[config.mk]
export PLATFORM = sky130hd
export DESIGN_NAME = centimos_euros_seq_flat
export DESIGN_NICKNAME = d
export VERILOG_FILES = /design/src/rtl/centimos_euros_seq_if.sv /design/src/rtl/centimos_euros_seq.sv /design/src/flat_wrapper.sv
export SDC_FILE = /design/constraint.sdc
export NUM_CORES = 1
export LEC_CHECK = 0
export BUFFER_PORTS_ARGS = -buffer_cell sky130_fd_sc_hd__buf_2
export CORE_MARGIN = 1.5
export CORE_UTILIZATION = 50
export CTS_CLUSTER_DIAMETER = 30
export DETAILED_ROUTE_END_ITERATION = 10
export GPL_TIMING_DRIVEN = 0
export PLACE_DENSITY = 0.74
export SYNTH_ARGS = -nofsm -noshare
export SYNTH_HDL_FRONTEND = slang
export SYNTH_SLANG_ARGS = --single-unit
[constraint.sdc]
create_clock -name clk -period 2.5 [get_ports clk]
set_input_delay 0 -clock clk [delete_from_list [all_inputs] [get_ports clk]]
set_output_delay 0 -clock clk [all_outputs]
set_load 0.01 [all_outputs]
[src/rtl/centimos_euros_seq_if.sv]
// centimos_euros_seq_if: request/result bundle between a client and the cents-to-euros converter
// Ports: start/centimos (client drives), busy/done/eurosinteiros/eurosfracao/fracao_bcd/overflow (converter drives)
interface centimos_euros_seq_if #(
  parameter int W = 14
) ();
  logic start;
  logic [W-1:0] centimos;
  logic busy;
  logic done;
  logic [W-7:0] eurosinteiros;
  logic [6:0] eurosfracao;
  logic [7:0] fracao_bcd;
  logic overflow;
  modport master(output start, centimos, input busy, done, eurosinteiros, eurosfracao, fracao_bcd, overflow);
  modport slave(input start, centimos, output busy, done, eurosinteiros, eurosfracao, fracao_bcd, overflow);
endinterface

[src/rtl/centimos_euros_seq.sv]
// centimos_euros_seq: sequential cents -> whole euros / remaining cents / BCD cents converter
// Ports: clk, reset (sync, active-high), bus (slave side of centimos_euros_seq_if)
module centimos_euros_seq #(
  parameter int W = 14,
  parameter int MAXC = 9999
) (
  input logic clk,
  input logic reset,
  centimos_euros_seq_if.slave bus
);
  typedef enum logic [1:0] {IDLE, DIV, BCD, DONE} state_t;
  state_t state, state_n;
  logic [W-1:0] q;
  logic [6:0] rem;
  logic [4:0] cnt;
  logic [7:0] t;
  logic ge, accept, ovf;
  logic [3:0] tens, units;
  // q starts as the dividend and is shifted left one bit per step, filling in quotient bits;
  // the remainder stays below 100, so the 8-bit trial value t never overflows
  always_comb begin
    t = {rem, q[W-1]};
    ge = t >= 8'd100;
    tens = 4'(rem / 7'd10);
    units = 4'(rem % 7'd10);
    accept = state == IDLE && bus.start;
    ovf = bus.centimos > W'(MAXC);
    state_n = state == IDLE ? (bus.start ? (ovf ? DONE : DIV) : IDLE)
            : state == DIV ? (cnt == 5'(W - 1) ? BCD : DIV)
            : state == BCD ? DONE : IDLE;
  end
  always_ff @(posedge clk) state <= reset ? IDLE : state_n;
  always_ff @(posedge clk) begin
    if (reset) begin
      q <= '0;
      rem <= '0;
      cnt <= '0;
      bus.overflow <= 1'b0;
      bus.eurosinteiros <= '0;
      bus.eurosfracao <= '0;
      bus.fracao_bcd <= '0;
    end else begin
      if (accept && ovf) begin
        bus.overflow <= 1'b1;
        bus.eurosinteiros <= '0;
        bus.eurosfracao <= '0;
        bus.fracao_bcd <= '0;
      end
      if (accept && !ovf) begin
        bus.overflow <= 1'b0;
        q <= bus.centimos;
        rem <= '0;
        cnt <= '0;
      end
      if (state == DIV) begin
        q <= {q[W-2:0], ge};
        rem <= ge ? 7'(t - 8'd100) : t[6:0];
        cnt <= cnt + 5'd1;
      end
      if (state == BCD) begin
        bus.eurosinteiros <= q[W-7:0];
        bus.eurosfracao <= rem;
        bus.fracao_bcd <= {tens, units};
      end
    end
  end
  assign bus.busy = state != IDLE;
  assign bus.done = state == DONE;
endmodule

[src/flat_wrapper.sv]
// flat-port wrapper written by rule: the top's interface ports become plain ports
module centimos_euros_seq_flat 
#(
  parameter int W = 14,
  parameter int MAXC = 9999
)
  (clk, reset, bus_start, bus_centimos, bus_busy, bus_done, bus_eurosinteiros, bus_eurosfracao, bus_fracao_bcd, bus_overflow);
  centimos_euros_seq_if #(.W(W)) bus_i ();
  input logic clk;
  input logic reset;
  input wire logic [$bits(bus_i.start)-1:0] bus_start;
  input wire logic [$bits(bus_i.centimos)-1:0] bus_centimos;
  output wire logic [$bits(bus_i.busy)-1:0] bus_busy;
  output wire logic [$bits(bus_i.done)-1:0] bus_done;
  output wire logic [$bits(bus_i.eurosinteiros)-1:0] bus_eurosinteiros;
  output wire logic [$bits(bus_i.eurosfracao)-1:0] bus_eurosfracao;
  output wire logic [$bits(bus_i.fracao_bcd)-1:0] bus_fracao_bcd;
  output wire logic [$bits(bus_i.overflow)-1:0] bus_overflow;
  assign bus_i.start = bus_start;
  assign bus_i.centimos = bus_centimos;
  assign bus_busy = bus_i.busy;
  assign bus_done = bus_i.done;
  assign bus_eurosinteiros = bus_i.eurosinteiros;
  assign bus_eurosfracao = bus_i.eurosfracao;
  assign bus_fracao_bcd = bus_i.fracao_bcd;
  assign bus_overflow = bus_i.overflow;
  centimos_euros_seq #(.W(W), .MAXC(MAXC)) u_core (.clk(clk), .reset(reset), .bus(bus_i));
endmodule
==> impl_metrics.tcl <==
set metrics [dict create \
    syn-num-nets 333 \
    port_buffers 41 \
    worst-endpoint-required_ns 2.73 \
    end_kind "register" \
    via_count_of_the_first_global_routing_pass 2226 \
    hold_path.class "input port to register" \
    core_box_area_mm2 0.004817 \
    routabilityCongestion 0.8625 \
    wire_per_inst_um 14.62 \
    postSynth.asyncResetShare_pct 0 \
    max-slew-margin-rel_pct 61.42 \
    setup_viol 0 \
    sequential_standard_cell_area_mm2 0.001028 \
    finish.cell_count_without_fillers 438 \
    clock_latency_ns 0.30 \
    die_area_mm2 0.005527 \
    antenna_cells 0 \
    syn_avg_cell_area_um2 8.236 \
    floorplan.die.width_um 74.35 \
    synth-edff-count 0 \
    yosys_warnings 0 \
    place_inst 417 \
    max_slew.worst_pin.slew_ns 0.5787 \
    layout.filler_cells 437 \
    sum_neg_setup_slack_ns 0 \
    critical_path.startpoint_type "register" \
    synth.area.mux_share_pct 1.229 \
    ys_seq_area_share_pct 40.12 \
    arithmetic_cell_share_of_the_synthesized_area_counting_full_adders_half_adders_and_majority_gates_pct 3.441 \
    synth_top_flop_cell "dfxtp_1" \
    route.detailed.drc 0 \
    cts-buffers-inserted 5 \
    grt_pass1_wl_um 10340 \
    cts_root_buf "clkbuf_8" \
    drtAntennaViolNets 0 \
    global_route.overflow_total 0 \
    outcome "finished, violations left" \
    fin_crit_ns 2.346 \
    top_level_ports 43 \
    clock-skew-final_ns 0.003913 \
    mostFrequentLayoutCell "dfxtp_1" \
    holdWs_ns -0.006220 \
    report.final.hold_viol_count 1 \
    largest_family_of_logic_cells_by_synthesized_area "compound AO/OA/AOI/OAI gates" \
    timing.final.max_slew_violations 0 \
    multi_input_area_mm2 0.001414 \
    grt_setup_unrepaired "false" \
    post_synth_xor_area_fraction_pct 2.409 \
    die_height_um 74.35 \
    synthSimpleGateAreaFrac_pct 20.45 \
    drt_first_pass_iters 5 \
    grt_usage_pct 24.25 \
    cp.arrival_ns 2.57 \
    power_density_mw_per_mm2 525.5 \
    fraction_of_final_layout_cells_with_drive_strength_greater_than_1_pct 19.95 \
    post_synth_instance_area_mm2 0.002545 \
    clock_slew_seen_by_the_registers_of_the_worst_setup_and_hold_paths_ns 0.09 \
    tritoncts_num_sinks 51 \
    critPathMaxFanout 10 \
    synth_cell_types 47 \
    post-route-period-util_pct 93.84 \
    max_freq_mhz 426.2 \
    deepest_clock_path_buffer_count 2 \
    floorplan.initialDensity_pct 52.83 \
    final_cell_mix "47 x dfxtp_1, 42 x nor2_1, 42 x buf_2" \
    dpl.hpwl_um 4544 \
    pin_count_of_the_biggest_net_entering_global_routing 17 \
    synthesis.instances 309 \
    synth-compound-area-share_pct 27.19 \
    drt-vias-per-instance 5.621 \
    routed-via-count 2462 \
    vdd_ir_drop_max_mv 0.3843 \
    tritoncts "yes" \
    cts-htree-levels 2 \
    antenna_found_initial 0 \
    area_delta_synth_final_pct 22.17 \
    power_leakage_nw 1.196 \
    worstSetupPathType "register to register" \
    nets 394 \
    num_rows 25 \
    violations "negative hold slack" \
    drv.max_cap_violation_count 0 \
    synth-seq-cells 51 \
    routed_wl_um 6404 \
    drt-initial-drc-count 201 \
]
-- area by class of cell --
| type | instances | area share (%) |
|---|---|---|
| multi-input cells | 226 | 45.47 |
| repair buffers | 54 | 10.46 |
| inverters | 7 | 0.8451 |
| plain buffers | 25 | 3.541 |
| well taps | 67 | 2.696 |
| clock buffers | 6 | 2.656 |
| clock inverters | 2 | 1.247 |
| flip-flops and latches | 51 | 33.08 |
-- cells in the mapped netlist (all sizes together), types with 2 or more instances --
cell type	n	share of area (%)
dfxtp	51	40
nor2	43	6.6
a22oi	35	10
nand2	29	4.3
a21oi	28	5.7
clkbuf	20	2.9
nand2b	8	2.0
ha	7	3.4
inv	7	1.0
nand3	6	1.2
nor3	6	1.2
o21ai	6	1.2
buf	5	1.2
nand3b	5	1.5
xnor2	5	1.7
a211oi	4	1.2
nand4	4	0.98
a31oi	3	0.74
nor2b	3	0.74
o21a	3	0.88
o31ai	3	1.1
a21o	2	0.59
and2	2	0.49
mux2i	2	0.79
nor4	2	0.49
o211ai	2	0.59
o21bai	2	0.59
xor2	2	0.69
-- logic make-up after synthesis --
kind of cell	Yosys count
multiplexers	3
flip-flops	51
XOR/XNOR	7
AO/OA/AOI/OAI	98
adder cells (fa/ha/maj)	7
AND/OR/NAND/NOR	111
buffers and inverters	32
-- what timing repair did --
action | CTS | global route
cloned | 0 | 0
endpoints found under the setup margin | 4 | 5
hold buffers | 9 | 0
buffers inserted | 0 | 4
endpoints found under the hold margin | 9 | 0
gates resized for setup | 2 | 12
pin swaps | 1 | 3
-- power by group --
part	switching [mW]	internal, mW
sequential	0.0186	0.832
combinational	0.109	0.0600
clock	0.285	0.330
-- path summary, 6_finish.rpt --
path                                          from                                    end  slack, ns  cells after the start
min reg2reg  u_core.bus.fracao_bcd[4]$_SDFFE_PP0P_  u_core.bus.fracao_bcd[4]$_SDFFE_PP0P_       0.46                      2
max                     u_core.rem[5]$_SDFFE_PP0P_  u_core.bus.fracao_bcd[2]$_SDFFE_PP0P_       0.15                     10
min                                bus_centimos[9]               u_core.q[9]$_SDFFE_PP0P_     -0.006                      3
max reg2reg             u_core.rem[5]$_SDFFE_PP0P_  u_core.bus.fracao_bcd[2]$_SDFFE_PP0P_       0.15                     10
-- sequential cells by signal, indices dropped and copies added, names as in the netlist --
signal                    flops
u_core.bus.eurosinteiros      8
u_core.rem                    7
u_core.state                  2
u_core.bus.overflow           1
u_core.cnt                    5
u_core.bus.fracao_bcd         8
u_core.bus.eurosfracao        6
u_core.q                     14
-- routing by layer --
metal	vias to the layer above	part of all wire (%)	global-route usage (%)	wire [um]
met2	53	47	39.98	3032
met3	4	4.6	3.794	295
met1	1167	47	32.46	3021
met4	0	0.86	8.283	55
met5	-	0	0	0
li1	1238	-	-	-
-- worst max-delay path, cell delays in order, from the launching register on --
cell and delay [ns]:
dfxtp_1 0.37, buf_4 0.20, nor4bb_2 0.27, a31oi_1 0.08, o221ai_2 0.27, inv_1 0.08
ha_2 0.22, a32o_1 0.22, a211oi_1 0.26, nor3_1 0.08, o31ai_1 0.21
-- per-stage QoR --
stage	util (%)	total power [mW]	setup slack (ns)	area, um2
2_1_floorplan	-	0.9693	0.1485	2545
3_3_place_gp	58.83	1.023	-0.1286	2834
3_5_place_dp	58.83	1.027	-0.1617	2834
4_1_cts	63.38	1.641	0.01051	3053
5_1_grt	64.55	1.695	0.005218	3109
6_report	64.55	1.634	0.1539	3109
(Power assumes the default switching activity.)
